<file path="config.mk">
export PLATFORM = sky130hd
export DESIGN_NAME = seq_detector_param
export DESIGN_NICKNAME = d
export VERILOG_FILES = /design/src/rtl/seq_det_pkg.sv /design/src/rtl/seq_det_counter.sv /design/src/rtl/seq_detector_param.sv
export SDC_FILE = /design/constraint.sdc
export NUM_CORES = 1
export LEC_CHECK = 0
export BUFFER_PORTS_ARGS = -buffer_cell sky130_fd_sc_hd__buf_2
export CORE_ASPECT_RATIO = 1.25
export CORE_UTILIZATION = 40
export DETAILED_ROUTE_END_ITERATION = 8
export SLEW_MARGIN = 20
export SYNTH_ARGS = -nofsm -noshare
export SYNTH_HDL_FRONTEND = slang
export SYNTH_HIERARCHICAL = 1
export SYNTH_SLANG_ARGS = --single-unit
</file>
<file path="constraint.sdc">
create_clock -name clk -period 3 [get_ports clk]
set_clock_uncertainty 0.15 [all_clocks]
set_input_delay 0.3 -clock clk [delete_from_list [all_inputs] [get_ports clk]]
set_output_delay 0.3 -clock clk [all_outputs]
set_load 0.005 [all_outputs]
</file>
<file path="src/rtl/seq_det_pkg.sv">
// Shared types and elaboration-time helpers for the parametrised serial sequence detector.
// The functions are evaluated only on constants and build the KMP next-state table.
package seq_det_pkg;

    localparam int MAX_SEQ_LEN = 16;

    function automatic int seq_state_w(input int len);
        return $clog2(len + 1);
    endfunction

    // Longest proper prefix of the pattern that is also a suffix of it.
    function automatic int border_len(input logic [15:0] pattern, input int len);
        int  res;
        bit  ok;
        res = 0;
        for (int j = len - 1; j > 0; j--) begin
            ok = 1'b1;
            for (int t = 0; t < j; t++) begin
                if (pattern[len-1-t] != pattern[j-1-t]) ok = 1'b0;
            end
            if (ok && res == 0) res = j;
        end
        return res;
    endfunction

    // From state k (k bits matched), consume bit b and return the longest
    // prefix of the pattern that is a suffix of the bits seen so far.
    function automatic int next_state(input logic [15:0] pattern, input int len,
                                      input int k, input logic b);
        int   res;
        int   jmax;
        int   idx;
        bit   ok;
        logic sb;
        res  = 0;
        jmax = (k + 1 < len) ? k + 1 : len;
        for (int j = jmax; j > 0; j--) begin
            ok = 1'b1;
            for (int t = 0; t < j; t++) begin
                idx = k + 1 - j + t;
                sb  = (idx == k) ? b : pattern[len-1-idx];
                if (sb != pattern[len-1-t]) ok = 1'b0;
            end
            if (ok && res == 0) res = j;
        end
        return res;
    endfunction

endpackage

</file>
<file path="src/rtl/seq_det_counter.sv">
// Saturating match counter; a clear on the same edge as an increment wins.
module seq_det_counter
    import seq_det_pkg::*;
#(
    parameter int CNT_W = 8
) (
    input  logic             clk,
    input  logic             rst,
    input  logic             inc,
    input  logic             clr,
    output logic [CNT_W-1:0] count
);

    logic [CNT_W-1:0] count_q;
    logic [CNT_W-1:0] count_d;

    always_comb begin
        count_d = count_q;
        if (clr) begin
            count_d = '0;
        end else if (inc && (count_q != '1)) begin
            count_d = count_q + CNT_W'(1);
        end
    end

    always_ff @(posedge clk) begin
        if (rst) begin
            count_q <= '0;
        end else begin
            count_q <= count_d;
        end
    end

    assign count = count_q;

endmodule

</file>
<file path="src/rtl/seq_detector_param.sv">
// Moore serial sequence detector with a constant KMP next-state table,
// run-time overlap selection, input-valid qualification and a saturating match count.
module seq_detector_param
    import seq_det_pkg::*;
#(
    parameter int                 SEQ_LEN = 5,
    parameter logic [SEQ_LEN-1:0] PATTERN = 5'b11011,
    parameter int                 CNT_W   = 8
) (
    input  logic                           clk,
    input  logic                           rst,
    input  logic                           in,
    input  logic                           in_valid,
    input  logic                           overlap_en,
    input  logic                           cnt_clr,
    output logic                           out,
    output logic [$clog2(SEQ_LEN+1)-1:0]   state_o,
    output logic [CNT_W-1:0]               match_count
);

    localparam int             SW     = seq_state_w(SEQ_LEN);
    localparam int             ROWS   = 2 ** SW;
    localparam logic [15:0]    PAT16  = 16'(PATTERN);
    localparam int             F      = border_len(PAT16, SEQ_LEN);
    localparam logic [SW-1:0]  FULL_S = SW'(SEQ_LEN);
    localparam logic [SW-1:0]  F_S    = SW'(F);

    logic [SW-1:0] nxt_tbl [ROWS][2];
    logic [SW-1:0] state_q;
    logic [SW-1:0] state_d;
    logic [SW-1:0] cur_s;
    logic          det_enter;

    // Rows beyond SEQ_LEN are unreachable; the full state is remapped before lookup.
    for (genvar k = 0; k < ROWS; k++) begin : g_row
        for (genvar b = 0; b < 2; b++) begin : g_bit
            if (k < SEQ_LEN) begin : g_live
                assign nxt_tbl[k][b] = SW'(next_state(PAT16, SEQ_LEN, k, 1'(b)));
            end else begin : g_dead
                assign nxt_tbl[k][b] = '0;
            end
        end
    end

    always_comb begin
        cur_s     = state_q;
        state_d   = state_q;
        det_enter = 1'b0;
        if (state_q == FULL_S) begin
            cur_s = overlap_en ? F_S : '0;
        end
        if (in_valid) begin
            state_d   = nxt_tbl[cur_s][in];
            det_enter = (state_d == FULL_S);
        end
    end

    always_ff @(posedge clk) begin
        if (rst) begin
            state_q <= '0;
        end else begin
            state_q <= state_d;
        end
    end

    assign out     = (state_q == FULL_S);
    assign state_o = state_q;

    seq_det_counter #(
        .CNT_W (CNT_W)
    ) u_counter (
        .clk   (clk),
        .rst   (rst),
        .inc   (det_enter),
        .clr   (cnt_clr),
        .count (match_count)
    );

endmodule

</file>
# Yosys cells after proc, flatten, opt, wreduce, memory -nomap -nowiden
# Memory sizes are Yosys's and may differ from the RTL's.
# Index checks and enable logic that the tools add are counted.
[word_totals]
output_inout_bits = 12
register_bits = 11
mem_bits_ro = 48
memories = 1
word_cells = 21
input_bits = 6
[classes]
bitwise_logic = 2
n_lt_le_gt_ge = 2
reduce_logical = 2
n_eq_ne = 3
n_mux = 8
n_addsub = 1
[mem_list]
columns = ["name", "words", "width", "read_ports", "rd_ports_with_merged_regs", "wr", "line_no", "rtl"]
rows = [
  ["(no name shown)", 8, 6, 1, 0, 0, "seq_detector_param.sv:53", "state_d = nxt_tbl[cur_s][in];"],
]
[op_table]
columns = ["operator", "n"]
rows = [
  ["$mux 3", 4],
  ["$mux 6", 2],
  ["$add 8x1->8 const B", 1],
  ["$ne 8x8->1 const B", 1],
  ["$eq 3x3->1 const B", 2],
  ["$ge 4x4->1 const B", 1],
  ["$not 3->4", 1],
  ["$ge 2x2->1 const B", 1],
  ["$mux 2", 1],
  ["$not 1->2", 1],
  ["$reduce_or 2->1", 1],
  ["$logic_and 1x1->1", 1],
  ["$mux 1", 1],
]

# Logic depth before layout (Yosys ltp)
# Gate-level depths: netlist of run 1.
[logic_depth]
word_depth = 12
ltp_mapped = 9
ltp_nobuf = 9

# Modules after synthesis
# The synthesis of run 1 kept the hierarchy.
[by_module_without_submodules]
columns = ["module", "n_inst", "cells_per_inst", "area_each_um2", "seq_area_each_um2"]
rows = [
  ["seq_det_counter", 1, 47, 435.4, 160.2],
  ["seq_detector_param", 1, 35, 294.0, 60.1],
]

# Least setup slack after synthesis of run 1
# OpenSTA, ideal clock, no wires.
[synth_path]
path_kind = "register to register"
from = "register state_q[2], in the netlist state_o[2]"
to = "register u_counter.count_q[5], in the netlist u_counter/count[5]"
arrival_time_ns = 2.109
synth_period_minus_slack_ns = 2.358
t_required_ns = 2.750
path_slack_ns = 0.642
setup_ns = 0.100
n_path_buf = 0
path_stages_with_launch = 10
path_cell_list = "dfxtp_1 inv_1 o21ai_1 ha_1 and3_1 nand2_1 o31ai_4 and4_1 a31oi_1 a2111oi_4"
[synth_via]
elab_chain_cells = 12
[synth_lines]
columns = ["element", "line_no", "rtl"]
rows = [
  ["from (decl)", "seq_detector_param.sv:29", "logic [SW-1:0] state_q;"],
  ["from (signal assigned)", "seq_detector_param.sv:62", "state_q <= state_d;"],
  ["$eq 3x3->1", "seq_detector_param.sv:49", "if (state_q == FULL_S) begin"],
  ["$mux 3 *", "seq_detector_param.sv:49", ""],
  ["$not 3->4 (implied by the code) *", "seq_detector_param.sv:53", ""],
  ["$mem_v2 8x6 *", "n/a", ""],
  ["$mux 6 (implied by the code) * (2 in a row)", "seq_detector_param.sv:53", ""],
  ["$mux 3 (implied by the code) * (3 in a row)", "seq_detector_param.sv:53", ""],
  ["$eq 3x3->1 *", "seq_detector_param.sv:54", "det_enter = (state_d == FULL_S);"],
  ["$mux 1 *", "seq_detector_param.sv:52", "if (in_valid) begin"],
  ["named net det_enter", "seq_detector_param.sv:32", "logic det_enter;"],
  ["$logic_and 1x1->1 *", "seq_det_counter.sv:21", "end else if (inc && (count_q != '1)) begin"],
  ["to (signal assigned)", "seq_det_counter.sv:30", "count_q <= count_d;"],
  ["to (decl)", "seq_det_counter.sv:14", "logic [CNT_W-1:0] count_q;"],
]
# The timed path passes the listed nets; every way through them passes the cells marked *. The select of a mux whose other input is x is not followed.
# A chain may end at the register's enable or synchronous reset.

# Final worst setup path of run 1
# Same ends and word-level chain as after synthesis.

==> summary.md, run 1 <==
| Metric | Value |
|---|---|
| Die Ht | ~50 µm |
| CTS root buf | clkbuf_4 |
| Post-synthesis mux area share | 0.05489 |
| CTS tree | yes |
| Worst Max-Slew Pin Slew | ~0.45 ns |
| Mapped Cells | 82 |
| CP Launch Type | flop |
| CP required | between 3 and 4 ns |
| # port buffers | 17 |
| Sequential area share after synthesis | 0.3019 |
| Top FF cell, synth | dfxtp_1 |
| DRT Pass-1 Iters | 4 |
| Post-Synth XOR/XNOR Area | 0 |
| Post-CTS setup buffers | 0 |
| Adder-Cell Fraction of Synth Area | 0.08576 |
| Top post-synthesis cells by area | dfxtp_1 30%, ha_1 8.6%, nand2_1 5.7% |
| Initial core utilization | 0.4444 |
| VDD IR-drop max | around 0.00020 V |
| Grt ovf | 0 |
| Tot GR Track Use | 0.1871 |
| Largest net degree at the start of global routing | 9 |
| Number of synthesized flops with an enable pin | 0 |
| FF+latch count, synth | 11 |
| CTS buffer count | 3 |
| Min Hold Slack | roughly 0.13 ns |
| Share of cells above drive strength 1 | 0.2549 |
| Unrepaired setup endpoints after global routing | no |
| Worst Path Max Fanout | 8 |
| Unique masters post-synth | 31 |
| Most frequent cells in the layout | 17 x buf_2, 11 x nand2_1, 11 x dfxtp_1 |
| Placer Congestion | approximately 0.81 |
| Final setup fails | 0 |
| Final worst slack | approximately 0.42 ns |
| Cell taking the most area after synthesis | dfxtp_1 |
| Area fraction of the dominant cell type after synthesis | 0.3019 |
| Compound-gate portion of the synthesized area | 0.2333 |
| Status | finished, final reports clean |
| Num rows | 16 |
| Max-cap violation count | 0 |
| PwrDens | between 300 and 400 nW/µm² |
| Clock slew seen by the registers of the worst setup and hold paths | 0.07 ns |
| Tot Pwr | ~280 µW |
| Average routed wire per standard cell | about 13 µm |
| Asr flop ratio synth | 0 |
| CP endpoint kind | flop |
| Yosys warns | 6 |
| First-pass GRT wire length | about 2600 µm |
| Dpl cells | 116 |
| PostCTS Resize Cnt | 0 |
| Leading cell type in the layout, fill and taps excluded | buf_2 |
| Vias | 696 |
| Crit path kind | flop to flop |
| Die area | approximately 2000 µm² |
| Worst slack, placed | 0.4466 ns |
| Syn nets | between 90 and 100 |
| Setup TNS Final | 0 ns |
| Mapped cell area | approximately 730 µm² |
| Iter 0 DRT Violations | 20 |
| Layout area overhead | 17.32% |
| Minimum clock period | 2.583 ns |
| Avg Inst Size Synth | 8.896 µm² |
| Post-detail-place hpwl | 1236 µm |
| Fin cells | between 100 and 150 |
| Chip Width | around 40 µm |
| Vias in the first global route | roughly 620 |
| Worst slew margin | 0.7003 |
| DRC Markers | 0 |
| Final Hold Vio Count | 0 |
| Remaining antenna violation count | 0 |
| P_leak | 0.3961 nW |
| Max-slew violations | 0 |
| Core area | about 1600 µm² |
| Hold_buf cts | 0 |
| H-tree levels | 1 |
| Final nets | about 110 |
| Clock Sinks | 11 |
| Worst-skew pair later-pin latency | around 0.26 ns |
| Antenna violations before repair | 0 |
| Tcrit/Tclk final | 0.8611 |
| Setup slack, reg-to-reg | between 0.4 and 0.5 ns |
| WL final | about 1600 µm |
| Largest family of logic cells by synthesized area | simple AND/OR/NAND/NOR gates |
| # diodes | 0 |
| Worst EP arrival | 2.61 ns |
| Simple-gate share of the synthesized area | 0.2779 |
| DR vias/cell | slightly below 6 |
| HP Class | input pin to flop |
| Clock Path Buffers | 2 |
| Ports | 18 |
| Max Freq | 387.1 MHz |
==> registers in the layout (all words and copies together), names as in the netlist <==
| register | cells |
|---|---|
| state_o | 3 |
| u_counter/count | 8 |
==> worst paths after layout <==
kind,start,end,cells past startpoint
setup reg to reg,state_o[2],u_counter/count[5],9
hold reg to reg,u_counter/count[1],u_counter/count[1],2
hold / removal,cnt_clr,u_counter/count[5],2
setup / recovery,state_o[2],u_counter/count[5],9
==> through the flow <==
| stage | area [µm²] | util |
|---|---|---|
| 3_5_place_dp | 829.5 | 0.5053 |
| 4_1_cts | 855.8 | 0.5213 |
| 6_report | 855.8 | 0.5213 |
| 2_1_floorplan | 729.5 | - |
| 5_1_grt | 855.8 | 0.5213 |
| 3_3_place_gp | 829.5 | 0.5053 |
==> report_power, final <==
| group | internal [mW] | switching, mW |
|---|---|---|
| combinational | 0.0126 | 0.0193 |
| sequential | 0.147 | 0.00303 |
| clock | 0.0514 | 0.0493 |
==> area by class of cell <==
class	count	area [µm²]
fill	176	785.8
timing repair buffer	17	85.08
inverter	7	26.28
multi-input combinational	63	475.5
tap	18	22.52
clock buffer	4	26.28
sequential	11	220.2
==> metal layers <==
layer	GRT usage	part of all wire
met5	0	0
met4	0.1000	0.012
met3	0.04054	0.045
met2	0.3091	0.51
met1	0.2095	0.43
==> worst max-delay path, cell delays in order (launching register included) <==
cell and delay (ns):
dfxtp_1 0.46, inv_1 0.09, o21ai_1 0.29, ha_1 0.22, and3_1 0.18, nand2_1 0.09
o31ai_4 0.24, and4_1 0.32, a31oi_1 0.14, a2111oi_4 0.32
==> cells in the mapped netlist, types with 2 or more instances <==
library cell and count:
ha_1 5, a21oi_1 5, nand4_1 4, a21boi_1 2, or3_1 3, nor2_1 2, a31oi_1 2, mux2i_1 4
nand3_1 2, inv_1 7, and4_1 2, and3_1 5, nand2_1 11, dfxtp_1 11
==> cell families after synthesis <==
logic type,count (synthesis)
compound gates,19
fa+ha+maj,5
buf+inv,8
flops,11
mux,4
simple gates,35
No activity file was read; power rests on OpenSTA's default activity.
==> run 2, diff against run 1 <==
Settings changed: CTS_BUF_LIST set to sky130_fd_sc_hd__clkbuf_4.
==> run 2 against run 1 <==
  * Cell area is 0.44% higher
  * Sequential power hardly changed
  * Worst hold slack worse by 0.00068 ns
  * First-iteration DRC count is 20% lower
  * Via count is 0.57% higher
  * Wire length is 0.19% lower
  * Combinational power hardly changed
  * Register-to-register slack hardly changed
  * Largest cell class unchanged
==> summary.md, run 2 (same netlist as run 1, synthesis figures left out) <==
| Metric | Value |
|---|---|
| Iter 0 DRT Violations | 16 (-20%) |
| Worst path slowest cell | dfxtp_1 |
| Num rows | 16 (unchanged) |
| Worst Max-Slew Pin Slew | 0.4447 ns (-0.003177 ns) |
| Chip Width | 40.20 µm (unchanged) |
| Initial core utilization | 0.4444 (unchanged) |
| Worst slew margin | 0.7025 (+0.002125) |
| VDD IR-drop max | 0.0001994 V (+0.13%) |
| Crit-path cells | inv_1 > o21ai_1 > ha_1 > and3_1 > nand2_1 > o31ai_4 > and4_1 > a31oi_1 > a2111oi_4 |
| CTS buffer count | 3 (unchanged) |
| Post-detail-place hpwl | 1236 µm (unchanged) |
| HP Class | input pin to flop |
| Worst EP arrival | 2.60 ns (about the same) |
| Largest stage delay, worst path | 0.46 ns (about the same) |
| Dpl cells | 116 (unchanged) |
| Average routed wire per standard cell | 13.21 µm (-0.19%) |
| Critical R2R Launch | state_o[2] |
| Final Hold Vio Count | 0 (unchanged) |
| Layout Utilization | 0.5236 (+0.002287) |
| Vias | 700 (+0.57%) |
| Tot GR Track Use | 0.1871 (unchanged) |
| CTS root buf | clkbuf_4 |
| Post-CTS setup buffers | 0 (unchanged) |
| Max Freq | 387.4 MHz (about the same) |
| Critical path buffers and inverters | 1 (unchanged) |
| CTS tree | yes |
| Leading cell type in the layout, fill and taps excluded | buf_2 |
| Die area | 2000 µm² (unchanged) |
| Largest net degree at the start of global routing | 9 (unchanged) |
| Antenna violations before repair | 0 (unchanged) |
| Vias in the first global route | 619 (unchanged) |
| WL final | 1585 µm (-0.19%) |
| CP Depth | 9 (unchanged) |
| Core area | 1642 µm² (unchanged) |
| # diodes | 0 (unchanged) |
| DR top layer | met4 |
| Clock Path Buffers | 2 (unchanged) |
| Max-slew violations | 0 (unchanged) |
| Max FFs per register | 8 (unchanged) |
| Minimum clock period | 2.581 ns (-0.002107 ns) |
| Tcrit/Tclk final | 0.8604 (about the same) |
| Setup slack, reg-to-reg | 0.42 ns (about the same) |
| Worst hold start | cnt_clr |
| Fin cells | 120 (unchanged) |
| Status | finished, final reports clean |
| Grt ovf | 0 (unchanged) |
| Final setup fails | 0 (unchanged) |
| Clock Sinks | 11 (unchanged) |
| Hold_buf cts | 0 (unchanged) |
| DRC Markers | 0 (unchanged) |
| CP Launch Type | flop |
| Crit path kind | flop to flop |
| PostCTS Resize Cnt | 0 (unchanged) |
| PwrDens | 342.9 nW/µm² (+3.7%) |
| CP top delay family | compound AO/OA/AOI/OAI gates |
| Hold Crit Depth | 2 (unchanged) |
| Worst-skew pair later-pin latency | 0.26 ns (about the same) |
| Placed Area | 829.5 µm² (unchanged) |
| Clock slew seen by the registers of the worst setup and hold paths | 0.07 ns (about the same) |
| Layout area overhead | 17.84% |
| Unrepaired setup endpoints after global routing | no |
| Ports | 18 (unchanged) |
| Worst Hold Endpoint | u_counter/count[5] |
| Final nets | 114 (unchanged) |
| Worst Path Max Fanout | 8 (unchanged) |
| # port buffers | 17 (unchanged) |
| Reg2Reg Depth | 9 (unchanged) |
| Remaining antenna violation count | 0 (unchanged) |
| Final instance area | 859.6 µm² (+0.44%) |
| P_leak | 0.3995 nW (+0.86%) |
| Metal2 WL | 802 µm (-0.74%) |
| Setup TNS Final | 0 ns (unchanged) |
| Die Ht | 49.75 µm (unchanged) |
| DRT Pass-1 Iters | 4 (unchanged) |
| First-pass GRT wire length | 2559 µm (unchanged) |
| Placer Congestion | 0.8135 (unchanged) |
| Routed length on met3 | 66 µm (-7.0%) |
| R2r endpoint | u_counter/count[5] |
| CP endpoint kind | flop |
| Most frequent cells in the layout | 17 x buf_2, 11 x nand2_1, 11 x dfxtp_1 |
| H-tree levels | 1 (unchanged) |
| Met1 Routed Length | 697 µm (+1.3%) |
| CP required | 3.02 ns (about the same) |
| Max-cap violation count | 0 (unchanged) |
| Share of cells above drive strength 1 | 0.2647 (+0.009804) |
| DR vias/cell | 5.833 (+0.57%) |
## run 2: cell count changes in the layout (fill, tap and decap cells not counted)
cell,delta
clkbuf_1,-1
clkbuf_4,+1
## run 2: worst reg2reg max path: stages, from the launching register on
cell and delay [ns]:
dfxtp_1 0.46, inv_1 0.09, o21ai_1 0.29, ha_1 0.22, and3_1 0.17, nand2_1 0.09, o31ai_4 0.24, and4_1 0.33
a31oi_1 0.15, a2111oi_4 0.32
## run 2: power by group
part	internal [mW]	total, mW	switching [mW]
combinational	0.0125	0.0317	0.0192
clock	0.0604	0.113	0.0521
sequential	0.147	0.150	0.00303
total	0.220	0.295	0.0743
## run 2: worst max-delay path by stage
stage	endpoint	from
4_1_cts	u_counter/count[5]	state_o[2]
3_5_place_dp	u_counter/count[5]	state_o[2]
6_report	u_counter/count[5]	state_o[2]
2_1_floorplan	u_counter/count[5]	state_o[2]
3_3_place_gp	u_counter/count[5]	state_o[2]
5_1_grt	u_counter/count[5]	state_o[2]
## run 2: final cells by class
cell class	instances	area [µm²]
Fill cell	175	782.0
Multi-Input combinational cell	63	475.5
Sequential cell	11	220.2
Timing Repair Buffer	17	85.08
Clock buffer	4	30.03
Inverter	7	26.28
Tap cell	18	22.52
## run 2: through the flow
| step | setup slack, ns | total power [mW] | hold slack (ns) |
|---|---|---|---|
| floorplan | 0.6417 | 0.1715 | 0.2143 |
| global placement | 0.5017 | 0.1849 | 0.3354 |
| detailed placement | 0.4466 | 0.1856 | 0.3434 |
| CTS | 0.4290 | 0.2958 | 0.1216 |
| global route | 0.2651 | 0.3140 | 0.1106 |
| finish | 0.4188 | 0.2947 | 0.1274 |
## run 2: per-layer routing
metal  global-route usage  vias to the layer above
met3              0.04054                        2
li1                     -                      349
met4               0.1000                        0
met5                    0                        -
met2               0.3091                       25
met1               0.2095                      324
==> run 3, diff against run 2 <==
Settings changed: SKIP_CTS_REPAIR_TIMING set to 1, SYNTH_HIERARCHICAL 1 to unset.
==> run 3 against run 2 <==
  * The flow now finishes with violations (design-rule violations)
  * Area after synthesis down 8.9%
  * Register-to-register slack worse by 0.05 ns
  * Via count down 5.7%
  * Worst hold slack worse by 0.031 ns
  * Combinational power up 20%
  * Power up 2.1%
  * Clock power about the same
  * Highest routed layer unchanged
==> summary.md, run 3 <==
| Metric | Value |
|---|---|
| Status | complete, but fails checks |
| Failing checks | design-rule violations |
| # diodes | 0 (unchanged) |
| Final setup fails | 0 (unchanged) |
| Mapped cell area | 664.4 µm² (-8.9%) |
| Setup slack, reg-to-reg | 0.36 ns (-0.05 ns) |
| Largest net degree at the start of global routing | 13 (+4) |
| R2r endpoint | u_counter.count[6] |
| Crit path kind | flop to flop |
| Unrepaired setup endpoints after global routing | no |
| Metal2 WL | 707 µm (-12%) |
| CTS root buf | clkbuf_4 |
| Routed length on met3 | 54 µm (-18%) |
| Crit-path cells | nand2_1 > o21ai_0 > ha_1 > a221oi_2 > a311o_1 > or4_1 > a21oi_1 |
| Worst EP arrival | 2.69 ns (+0.09 ns) |
| Grt ovf | 0 (unchanged) |
| CTS buffer count | 3 (unchanged) |
| VDD IR-drop max | 0.0002094 V (+5.0%) |
| H-tree levels | 1 (unchanged) |
| CP endpoint kind | flop |
| Worst Max-Slew Pin Slew | 0.4714 ns (+0.02671 ns) |
| Share of cells above drive strength 1 | 0.2626 (-0.002080) |
| Max-cap violation count | 0 (unchanged) |
| Ports | 18 (unchanged) |
| HP Class | input pin to flop |
| Placer Congestion | 0.7926 (-2.6%) |
| PwrDens | 379.3 nW/µm² (+11%) |
| Reg2Reg Depth | 7 (-2) |
| Setup TNS Final | 0 ns (unchanged) |
| Minimum clock period | 2.636 ns (+0.05469 ns) |
| Cell taking the most area after synthesis | dfxtp_1 |
| Sequential area share after synthesis | 0.3315 (+0.02956) |
| Num rows | 16 (unchanged) |
| Worst-skew pair later-pin latency | 0.27 ns (about the same) |
| Mapped Cells | 80 (-2.4%) |
| Syn nets | 91 (-2.2%) |
| CP top delay family | compound AO/OA/AOI/OAI gates |
| Die Ht | 47.57 µm (-4.4%) |
| Die area | 1829 µm² (-8.5%) |
| Hold Crit Depth | 2 (unchanged) |
| Tcrit/Tclk final | 0.8786 (+0.01823) |
| Remaining antenna violation count | 0 (unchanged) |
| Chip Width | 38.45 µm (-4.3%) |
| Vias | 660 (-5.7%) |
| Initial core utilization | 0.4255 (-0.01888) |
| Average routed wire per standard cell | 12.55 µm (-5.0%) |
| Number of synthesized flops with an enable pin | 0 (unchanged) |
| CTS tree | yes |
| Most common cell in the netlist | dfxtp_1 |
| Multi-input logic area | 427.9 µm² (-10%) |
| Worst slew margin | 0.6836 (-0.01884) |
| CP required | 3.06 ns (+0.04 ns) |
| Top post-synthesis cells by area | dfxtp_1 33%, ha_1 9.4%, a21oi_1 6.0% |
| Most frequent cells in the layout | 17 x buf_2, 11 x dfxtp_1, 8 x nor2_1, 8 x a21oi_1, 7 x o21ai_0 |
| Worst Path Max Fanout | 12 (+4) |
| Clock slew seen by the registers of the worst setup and hold paths | 0.07 ns (about the same) |
| Clock Sinks | 11 (unchanged) |
| Asr flop ratio synth | 0 (unchanged) |
| Unique masters post-synth | 26 (-16%) |
| Post-detail-place hpwl | 1139 µm (-7.8%) |
| DR vias/cell | 5.641 (-3.3%) |
| Avg Inst Size Synth | 8.305 µm² (-6.6%) |
| Critical R2R Launch | state_o[2] |
| First-pass GRT wire length | 2090 µm (-18%) |
| WL final | 1468 µm (-7.4%) |
| Leading cell type in the layout, fill and taps excluded | buf_2 |
| Final nets | 111 (-2.6%) |
| Yosys warns | 0 (-6) |
| Top FF cell, synth | dfxtp_1 |
| # port buffers | 17 (unchanged) |
| Critical path buffers and inverters | 0 (-1) |
| Antenna violations before repair | 0 (unchanged) |
| DRC Markers | 1 (+1) |
| CP Launch Type | flop |
| Worst slack, placed | 0.3882 ns (-0.05842 ns) |
| Commonest cells post-synth | 11 x dfxtp_1, 8 x a21oi_1, 8 x nor2_1 |
| Seq. cell area | 220.2 µm² (unchanged) |
| Worst hold start | rst |
| Core area | 1562 µm² (-4.9%) |
| P_leak | 0.3603 nW (-9.8%) |
| Tot GR Track Use | 0.1654 (-0.02168) |
| Iter 0 DRT Violations | 2 (-14) |
| Area fraction of the dominant cell type after synthesis | 0.3315 (+0.02956) |
| Max FFs per register | 8 (unchanged) |
| Layout area overhead | 19.40% |
| Clock Path Buffers | 2 (unchanged) |
| DR top layer | met4 |
| Vias in the first global route | 504 (-19%) |
| DRT Pass-1 Iters | 6 (+2) |
| Final worst slack | 0.3641 ns (-0.05469 ns) |
| FF+latch count, synth | 11 (unchanged) |
| Worst path slowest cell | or4_1 |
| Filler cells | 168 (-4.0%) |
| Met1 Routed Length | 681 µm (-2.3%) |
| Worst Hold Endpoint | state_o[2] |
| Max Freq | 379.4 MHz (-2.1%) |
| Largest stage delay, worst path | 0.54 ns (+0.08 ns) |
| Min Hold Slack | 0.09651 ns (-0.03091 ns) |
| Tot Pwr | 300.9 µW (+2.1%) |
| Max-slew violations | 0 (unchanged) |
| Final Hold Vio Count | 0 (unchanged) |
run 3: report_power, final:
part           total [mW]  switching (mW)  internal, mW  leakage (nW)
clock               0.111          0.0509        0.0606        0.0184
sequential          0.151         0.00343         0.148        0.0890
combinational      0.0381          0.0224        0.0157         0.253
total               0.301          0.0767         0.224         0.360
run 3: worst max-delay path by stage:
stage                          start            endpoint  slack [ns]  cells after the start
after global placement    state_o[2]  u_counter.count[6]        0.47                      7
after detailed placement  state_o[2]  u_counter.count[6]        0.39                      7
final                     state_o[2]  u_counter.count[6]        0.36                      7
after floorplan           state_o[2]  u_counter.count[7]        0.69                      8
after global routing      state_o[2]  u_counter.count[6]        0.16                      7
after CTS                 state_o[2]  u_counter.count[6]        0.37                      7
run 3: layout make-up:
class,count,share of cell area
clock buffer,4,0.03785
inverter,2,0.009464
multi-input combinational,65,0.5394
sequential,11,0.2776
tap,18,0.02839
timing repair buffer,17,0.1073
run 3: cell families (layout without fill, tap and decap cells):
group,after synthesis,in the layout,share of synthesized area
compound gates,25,25,0.2505
fa+ha+maj,5,5,0.09416
buf+inv,4,23,0.02447
flops,11,11,0.3314
mux,2,2,0.03013
simple gates,33,33,0.2693
run 3: through the flow:
stage                     instances  instance area (µm²)    util
after global routing            117                793.3  0.5080
final                           117                793.3  0.5080
after floorplan                  80                664.4       -
after global placement          113                763.2  0.4888
after CTS                       117                793.3  0.5080
after detailed placement        113                763.2  0.4888
run 3: per-layer routing:
layer / up-vias / track usage
li1: 341 / -
met1: 299 / 0.1926
met2: 15 / 0.2915
met3: 5 / 0.04186
met4: 0 / 0.06207
met5: - / 0
